<file path="config.mk">
export PLATFORM = sky130hd
export DESIGN_NAME = magnitude_stat_tracker
export DESIGN_NICKNAME = d
export VERILOG_FILES = /design/src/rtl/magnitude_cmp_pkg.sv /design/src/rtl/magnitude_stat_tracker_sat_counter.sv /design/src/rtl/magnitude_stat_tracker.sv
export SDC_FILE = /design/constraint.sdc
export NUM_CORES = 1
export LEC_CHECK = 0
export ABC_AREA = 1
export BUFFER_PORTS_ARGS = -buffer_cell sky130_fd_sc_hd__buf_2
export CAP_MARGIN = 20
export CORE_MARGIN = 2
export CORE_UTILIZATION = 51
export CTS_BUF_LIST = sky130_fd_sc_hd__clkbuf_16
export DETAILED_ROUTE_END_ITERATION = 6
export PLACE_DENSITY = 0.8
export SLEW_MARGIN = 15
export SYNTH_ARGS = -nofsm -noshare
export SYNTH_HDL_FRONTEND = slang
export SYNTH_SLANG_ARGS = --single-unit
</file>
<file path="constraint.sdc">
create_clock -name clk -period 1.6 [get_ports clk]
set_input_delay 0.32 -clock clk [delete_from_list [all_inputs] [get_ports clk]]
set_output_delay 0.32 -clock clk [all_outputs]
set_load 0.02 [all_outputs]
</file>
<file path="src/rtl/magnitude_cmp_pkg.sv">
// Shared types for the magnitude-comparator statistics layer: run states whose
// encoding doubles as the software-visible streak_kind value.
package magnitude_cmp_pkg;

  typedef enum logic [1:0] {
    IDLE   = 2'd0,
    RUN_EQ = 2'd1,
    RUN_GT = 2'd2,
    RUN_LT = 2'd3
  } state_e;

  localparam logic [1:0] KIND_NONE = 2'd0;
  localparam logic [1:0] KIND_EQ   = 2'd1;
  localparam logic [1:0] KIND_GT   = 2'd2;
  localparam logic [1:0] KIND_LT   = 2'd3;

  localparam int         STREAK_MAX   = 255;
  localparam logic [7:0] STREAK_MAX_V = 8'(STREAK_MAX);

  // Maps a one-hot flag triple to the run state it would start or extend.
  function automatic state_e kind_of(input logic eq, input logic gt, input logic lt);
    state_e k;
    k = IDLE;
    if (eq)      k = RUN_EQ;
    else if (gt) k = RUN_GT;
    else if (lt) k = RUN_LT;
    return k;
  endfunction

endpackage

</file>
<file path="src/rtl/magnitude_stat_tracker_sat_counter.sv">
// Saturating up-counter with synchronous clear; clear wins over increment.
module sat_counter #(
  parameter int WIDTH = 16
) (
  input  logic             clk,
  input  logic             rst_n,
  input  logic             clr,
  input  logic             inc,
  output logic [WIDTH-1:0] count
);

  logic [WIDTH-1:0] count_q, count_d;

  always_comb begin
    count_d = count_q;
    if (clr)
      count_d = '0;
    else if (inc && (count_q != {WIDTH{1'b1}}))
      count_d = count_q + 1'b1;
  end

  always_ff @(posedge clk or negedge rst_n) begin
    if (!rst_n) count_q <= '0;
    else        count_q <= count_d;
  end

  assign count = count_q;

endmodule

</file>
<file path="src/rtl/magnitude_stat_tracker.sv">
// Statistics/monitor stage behind the 8-bit magnitude comparator: per-outcome
// saturating counts, current-run tracking and a persistent-inequality alarm.
module magnitude_stat_tracker
  import magnitude_cmp_pkg::*;
#(
  parameter int CNT_W   = 16,
  parameter int RUN_LEN = 4
) (
  input  logic             clk,
  input  logic             rst_n,
  input  logic             in_valid,
  input  logic             A_eq_B,
  input  logic             A_gt_B,
  input  logic             A_lt_B,
  input  logic             clear,
  output logic [CNT_W-1:0] cnt_eq,
  output logic [CNT_W-1:0] cnt_gt,
  output logic [CNT_W-1:0] cnt_lt,
  output logic [7:0]       streak,
  output logic [1:0]       streak_kind,
  output logic             alarm,
  output logic             out_valid,
  output logic             sample_err
);

  localparam logic [7:0] RUN_LEN_V = 8'(RUN_LEN);

  state_e     state_q, state_d, sample_kind;
  logic [7:0] streak_q, streak_d;
  logic       alarm_q, alarm_d;
  logic       out_valid_q, out_valid_d;
  logic       err_q, err_d;
  logic       onehot, accept;

  always_comb begin
    case ({A_eq_B, A_gt_B, A_lt_B})
      3'b100, 3'b010, 3'b001: onehot = 1'b1;
      default:                onehot = 1'b0;
    endcase
  end

  // Clear discards any same-cycle sample, so it also masks accept and error.
  assign accept      = in_valid && onehot && !clear;
  assign sample_kind = kind_of(A_eq_B, A_gt_B, A_lt_B);

  always_ff @(posedge clk or negedge rst_n) begin
    if (!rst_n) begin
      state_q     <= IDLE;
      streak_q    <= 8'd0;
      alarm_q     <= 1'b0;
      out_valid_q <= 1'b0;
      err_q       <= 1'b0;
    end else begin
      state_q     <= state_d;
      streak_q    <= streak_d;
      alarm_q     <= alarm_d;
      out_valid_q <= out_valid_d;
      err_q       <= err_d;
    end
  end

  always_comb begin
    state_d  = state_q;
    streak_d = streak_q;
    if (clear) begin
      state_d  = IDLE;
      streak_d = 8'd0;
    end else if (accept) begin
      if (state_q == sample_kind) begin
        if (streak_q != STREAK_MAX_V) streak_d = streak_q + 8'd1;
      end else begin
        state_d  = sample_kind;
        streak_d = 8'd1;
      end
    end
  end

  // Alarm is evaluated on the next state so it lands in the same cycle as the run update.
  always_comb begin
    alarm_d     = ((state_d == RUN_GT) || (state_d == RUN_LT)) && (streak_d >= RUN_LEN_V);
    out_valid_d = accept;
    err_d       = in_valid && !onehot && !clear;
  end

  sat_counter #(.WIDTH(CNT_W)) u_cnt_eq (
    .clk(clk), .rst_n(rst_n), .clr(clear), .inc(accept && A_eq_B), .count(cnt_eq)
  );

  sat_counter #(.WIDTH(CNT_W)) u_cnt_gt (
    .clk(clk), .rst_n(rst_n), .clr(clear), .inc(accept && A_gt_B), .count(cnt_gt)
  );

  sat_counter #(.WIDTH(CNT_W)) u_cnt_lt (
    .clk(clk), .rst_n(rst_n), .clr(clear), .inc(accept && A_lt_B), .count(cnt_lt)
  );

  assign streak      = streak_q;
  assign streak_kind = state_q;
  assign alarm       = alarm_q;
  assign out_valid   = out_valid_q;
  assign sample_err  = err_q;

endmodule

</file>
==> results of run 1 <==
-- worst max-delay path: stages, from the launching register on --
cell	delay [ns]
dfrtp_2	0.42
ha_4	0.18
nand2_4	0.09
nor2_4	0.05
nand3_2	0.11
nor2_4	0.05
nor2_4	0.20
buf_6	0.15
nand2_2	0.06
inv_2	0.08
nand2_1	0.05
nand2_1	0.08
a21oi_2	0.04
-- per-stage QoR --
stage	TNS, ns	instances	worst slack [ns]	instance area (sq um)
finish	-0.773	761	-0.0858	5260
detailed placement	-3.94	729	-0.191	4660
CTS	-0.166	753	-0.0244	5030
global placement	-1.04	729	-0.0837	4660
floorplan	-0.0202	498	-0.0202	3680
global route	-3.72	761	-0.191	5260
-- routing by layer --
metal  share of wire  vias to the layer above
li1                -                     1960
met1            0.40                     1954
met2            0.50                      219
met3           0.077                       33
met4           0.029                        0
met5               0                        -
-- what timing repair did --
action	CTS	global route
gates resized for setup	19	49
pin swaps	7	10
buffers inserted	8	8
setup endpoints to repair	42	48
-- report_power, final --
part	internal, mW	switching [mW]	total (mW)
sequential	1.57	0.0243	1.59
clock	1.02	0.684	1.70
combinational	0.137	0.240	0.377
total	2.72	0.949	3.67
-- kinds of logic (layout without fill, tap and decap cells) --
logic type | count (synthesis) | count (layout) | share of synthesized area
AOI/OAI and AO/OA | 67 | 67 | 0.108
buffers and inverters | 80 | 247 | 0.0892
xor gates and xnor gates | 17 | 17 | 0.0408
and+or+nand+nor | 269 | 269 | 0.330
DFF | 61 | 61 | 0.419
adders and majority gates | 4 | 4 | 0.0137
-- cell usage in the layout (no fill, tap or decap), types with 5 or more instances in the layout --
cell,n
o21ai_0,16
nand3_1,43
dfrtp_1,54
xor2_1,12
a21oi_1,13
nand4_1,14
nand2_2,9
buf_4,85
dfrtp_2,7
xnor2_1,5
o21ai_1,12
o31ai_1,12
nor2_1,36
clkbuf_16,9
buf_2,67
nand2_1,121
nand3_2,5
inv_2,7
nor2_4,7
buf_6,7
inv_1,63
nor3_1,10
-- area by class of cell --
cell class	instances	area [sq um]
sequential	61	1540
timing repair buffer	160	1070
inverter	71	272
clock buffer	9	225
tap	96	120
clock inverter	7	33.8
multi-input combinational	357	2000
fill	460	1610
-- sequential cells by signal (all words and copies together), names as in the netlist --
| signal | flops |
|---|---|
| alarm | 1 |
| out_valid | 1 |
| sample_err | 1 |
| u_cnt_lt.count | 16 |
| u_cnt_eq.count | 16 |
| u_cnt_gt.count | 16 |
| streak_kind | 2 |
| streak | 8 |
-- final timing paths --
check                                  start                  to  slack, ns  cells past startpoint
min reg2reg                u_cnt_lt.count[8]   u_cnt_lt.count[8]       0.56                      2
min in group clk                    in_valid          sample_err       0.38                      3
max                        u_cnt_eq.count[1]   u_cnt_eq.count[6]      -0.09                     12
max in group asynchronous              rst_n   u_cnt_eq.count[1]       1.29                      2
max reg2reg                u_cnt_eq.count[1]   u_cnt_eq.count[6]      -0.09                     12
min                                    rst_n  u_cnt_gt.count[11]     -0.008                      2
==> impl_metrics.tcl, run 1 <==
set metrics [dict create \
    outcome "finished, violations left" \
    violations "negative hold slack, negative setup slack" \
    seq_area_frac_synth 0.419 \
    ys_seq_elements 61 \
    grt.busiest_layer "met2" \
    gp_congestion 0.927 \
    finalMaxSlewViolations 0 \
    worst-endpoint-required_ns 1.81 \
    h-tree-depth 3 \
    route.detailed.drc 0 \
    hold_path.class "primary input to asynchronous set/reset pin" \
    synth_common_cells "128 x nand2_1, 65 x inv_1, 61 x dfrtp_1, 48 x nand3_1, 44 x nor2_1" \
    io_buffers 67 \
    synth-edff-count 0 \
    synth.area.top_cells "dfrtp_1 42%, nand2_1 13%, inv_1 6.7%, nand3_1 6.6%, nor2_1 4.5%" \
    die_h_um 88.6 \
    grt_pass1_wl_mm 17.1 \
    routed_via_density 5.47 \
    p_leak_nw 2.68 \
    worst-path-max-fanout 6 \
    ioPinCount 68 \
    setup_slack_ns -0.0858 \
    drt_pass1_iterations 7 \
    start_util 0.531 \
    power.total_mw 3.67 \
    drt-initial-drc-count 274 \
    hold_viol_final 17 \
    worstPathArrival_ns 1.90 \
    async_reset_ff_frac 1.00 \
    gr-usage-met2 0.468 \
    clock_latency_ns 0.33 \
    drtAntennaViolNets 0 \
    totalWireLength_mm 11.4 \
    syn_inst 498 \
    cts_tree "built" \
    cts-root-buf "clkbuf_16" \
    fin_nets 671 \
    period_minus_slack_ns 1.69 \
    synth_largest_area_cell "dfrtp_1" \
    synth_top_area_share 0.419 \
    ys.flop_type "dfrtp_1" \
    grt_max_degree 62 \
    max_clock_freq_mhz 593 \
    critPathLaunchType "register" \
    antenna_cells 0 \
    dpl.hpwl_mm 7.31 \
    first_global_vias 3867 \
    grt.total_usage 0.280 \
    yosysWarnings 0 \
    fp.dieArea_sq_mm 0.00784 \
    grtUsageMet3 0.0569 \
    max_slew_margin 0.675 \
    cts_sinks 61 \
    synthesis.area_sq_mm 0.00365 \
    finClkSkew_ns 0.00827 \
    die_x_um 88.6 \
    antenna_found_initial 0 \
    num_rows 30 \
    path_clk_slew_ns 0.05 \
    report.final.setup_viol 20 \
    rsz0062_at_grt "true" \
    drv_cap 0 \
    vias 4166 \
    yosys.cell_types.count 36 \
    avgSynthCellArea_sq_um 7.32 \
    cts_buffer_depth 2 \
    yosysMostFrequentCell "nand2_1" \
    numCtsBuffers 9 \
    area_growth_pct 44.2 \
    end_kind "register" \
    core_sq_mm 0.00687 \
    gr-usage-met1 0.347 \
    post-route-util 0.766 \
    wl_per_cell_um 15.0 \
    grt_overflow 0 \
    hold-worst-slack_ns -0.00820 \
    worst_pin_slew_ns 0.487 \
    syn_nets 509 \
    drive_above_1_share 0.358 \
    irDropWorstVdd_mv 0.554 \
    fin_crit_sh 1.05 \
    cts.hold.buffers_added 0 \
    power_density_mw_per_mm2 698 \
    critical_path_class "register to register" \
]
(Power assumes the default switching activity.)
==> run 2: changes to the inputs <==
--- a/config.mk
+++ b/config.mk
@@ -8,7 +8,6 @@
 export ABC_AREA = 1
 export BUFFER_PORTS_ARGS = -buffer_cell sky130_fd_sc_hd__buf_2
 export CAP_MARGIN = 20
-export CORE_MARGIN = 2
 export CORE_UTILIZATION = 51
 export CTS_BUF_LIST = sky130_fd_sc_hd__clkbuf_16
 export DETAILED_ROUTE_END_ITERATION = 6
==> run 2 against run 1 <==
- the run still ends with negative hold slack, negative setup slack left
- worst hold slack got worse by 0.012 ns
- count of clock-buffer cells in the layout stayed put
- via count is 0.67% higher
- critical path depth stayed put
==> impl_metrics.tcl, run 2 (synthesis gave the netlist of run 1 again) <==
set metrics [dict create \
    layout.cells.non_filler 741 \
    cts_buffer_depth 2 \
    io_buffers 67 \
    grt_pass1_wl_mm 16.9 \
    irDropWorstVdd_mv 0.755 \
    report.final.setup_viol 6 \
    end_kind "register" \
    drt-initial-drc-count 314 \
    grt.total_usage 0.291 \
    numCtsBuffers 9 \
    crit_slowest_cell "dfrtp_1" \
    routed_via_density 5.66 \
    cts-root-buf "clkbuf_16" \
    cts_tree "built" \
    final_common_cell "nand2_1" \
    antenna_cells 0 \
    drtAntennaViolNets 0 \
    period_minus_slack_ns 1.66 \
    worst-path-max-fanout 3 \
    totalWireLength_mm 11.5 \
    clock_latency_ns 0.33 \
    critical_path_class "register to register" \
    critPathLaunchType "register" \
    fin_crit_sh 1.04 \
    antenna_found_initial 0 \
    drive_above_1_share 0.358 \
    first_global_vias 3789 \
    vias 4194 \
    grt_max_degree 62 \
    critPathMaxStageDelay_ns 0.37 \
    route.detailed.drc 0 \
    path_clk_slew_ns 0.06 \
    worstPathCellList "ha_2 > nand2_4 > nor2_4 > nand2_1 > nand2_1 > nand2_1 > nand2_1 > nand2_1 > nand3_1 > nand3_1 > nor2_1 > nor2_1" \
    rsz0062_at_grt "true" \
    core_sq_mm 0.00687 \
    outcome "finished, violations left" \
    power_density_mw_per_mm2 805 \
    worst_pin_slew_ns 0.483 \
    setup_slack_ns -0.0581 \
    dp_cells 715 \
    gp_congestion 0.945 \
    max_slew_margin 0.678 \
    cts_sinks 61 \
    cp_common_cell "nand2_1" \
    start_util 0.531 \
    dpl.hpwl_mm 7.00 \
    max_clock_freq_mhz 603 \
    grt_overflow 0 \
    worstPathArrival_ns 1.88 \
    die_x_um 86.6 \
    hold_viol_final 5 \
    cts.hold.buffers_added 0 \
    h-tree-depth 3 \
    p_leak_nw 2.63 \
    drv_cap 0 \
    violations "negative hold slack, negative setup slack" \
    hold_path.class "primary input to asynchronous set/reset pin" \
    ioPinCount 68 \
    worst-endpoint-required_ns 1.82 \
    die_h_um 86.6 \
    area_growth_pct 43.7 \
    layout_common_cells "117 x nand2_1, 67 x buf_2, 65 x buf_4, 61 x inv_1, 53 x dfrtp_1" \
    drt_pass1_iterations 7 \
    post-route-util 0.763 \
    finClkSkew_ns 0.00767 \
    setup_tns_ns -0.178 \
    num_rows 30 \
    wl_per_cell_um 15.5 \
    finalMaxSlewViolations 0 \
    fp.dieArea_sq_mm 0.00749 \
    hold-worst-slack_ns -0.0205 \
    fin_nets 651 \
]
[run 2: cell types whose count changed in the layout (fill, tap and decap cells not counted), sizes merged]
cell / delta
buf: -20
inv: -1
clkinvlp: -1
bufinv: +3
clkinv: -1
[run 2: metrics by stage]
| step | area [sq um] | setup slack [ns] | total power, mW |
|---|---|---|---|
| 3_5_place_dp | 4560 | -0.151 | 1.96 |
| 2_1_floorplan | 3680 | -0.0202 | 1.79 |
| 6_report | 5240 | -0.0581 | 4.22 |
| 3_3_place_gp | 4560 | -0.0691 | 1.95 |
| 4_1_cts | 4940 | -0.0320 | 4.17 |
| 5_1_grt | 5240 | -0.142 | 4.34 |
[run 2: worst paths after layout]
kind,endpoint,slack [ns],depth (start not counted),start
min in group clk,sample_err,0.34,3,in_valid
min,u_cnt_gt.count[15],-0.02,2,rst_n
min reg2reg,u_cnt_lt.count[8],0.55,2,u_cnt_lt.count[8]
max,alarm,-0.06,12,streak[1]
max in group asynchronous,u_cnt_eq.count[0],1.30,2,rst_n
max reg2reg,alarm,-0.06,12,streak[1]
[run 2: routing by layer]
metal  track usage  vias up  routed length (um)
li1              -     1920                   -
met1         0.366     1962                4650
met2         0.492      258                5520
met3        0.0562       54                 904
met4         0.121        0                 386
met5             0        -                   0
[run 2: report_power, final]
group / total, mW / switching, mW / internal (mW)
combinational: 0.385 / 0.249 / 0.136
clock: 2.24 / 0.729 / 1.51
sequential: 1.59 / 0.0245 / 1.57
total: 4.22 / 1.00 / 3.22
[run 2: critical path: cells and delay by family (launching register included)]
kind | cells | cell delay [ns]
flops | 1 | 0.37
simple gates | 11 | 0.96
fa+ha+maj | 1 | 0.22
[run 2: final cells by class]
cell class / instances / area [sq um]
clock buffer: 9 / 225
clock inverter: 7 / 114
fill: 448 / 1630
inverter: 71 / 279
multi-input combinational: 357 / 2040
sequential: 61 / 1540
tap: 96 / 120
timing repair buffer: 140 / 922
[run 2: what timing repair did]
| item | 4_1_cts | 5_1_grt |
|---|---|---|
| pin swaps | 5 | 18 |
| setup endpoints to repair | 31 | 49 |
| gates resized for setup | 9 | 75 |
| buffers inserted | 3 | 7 |
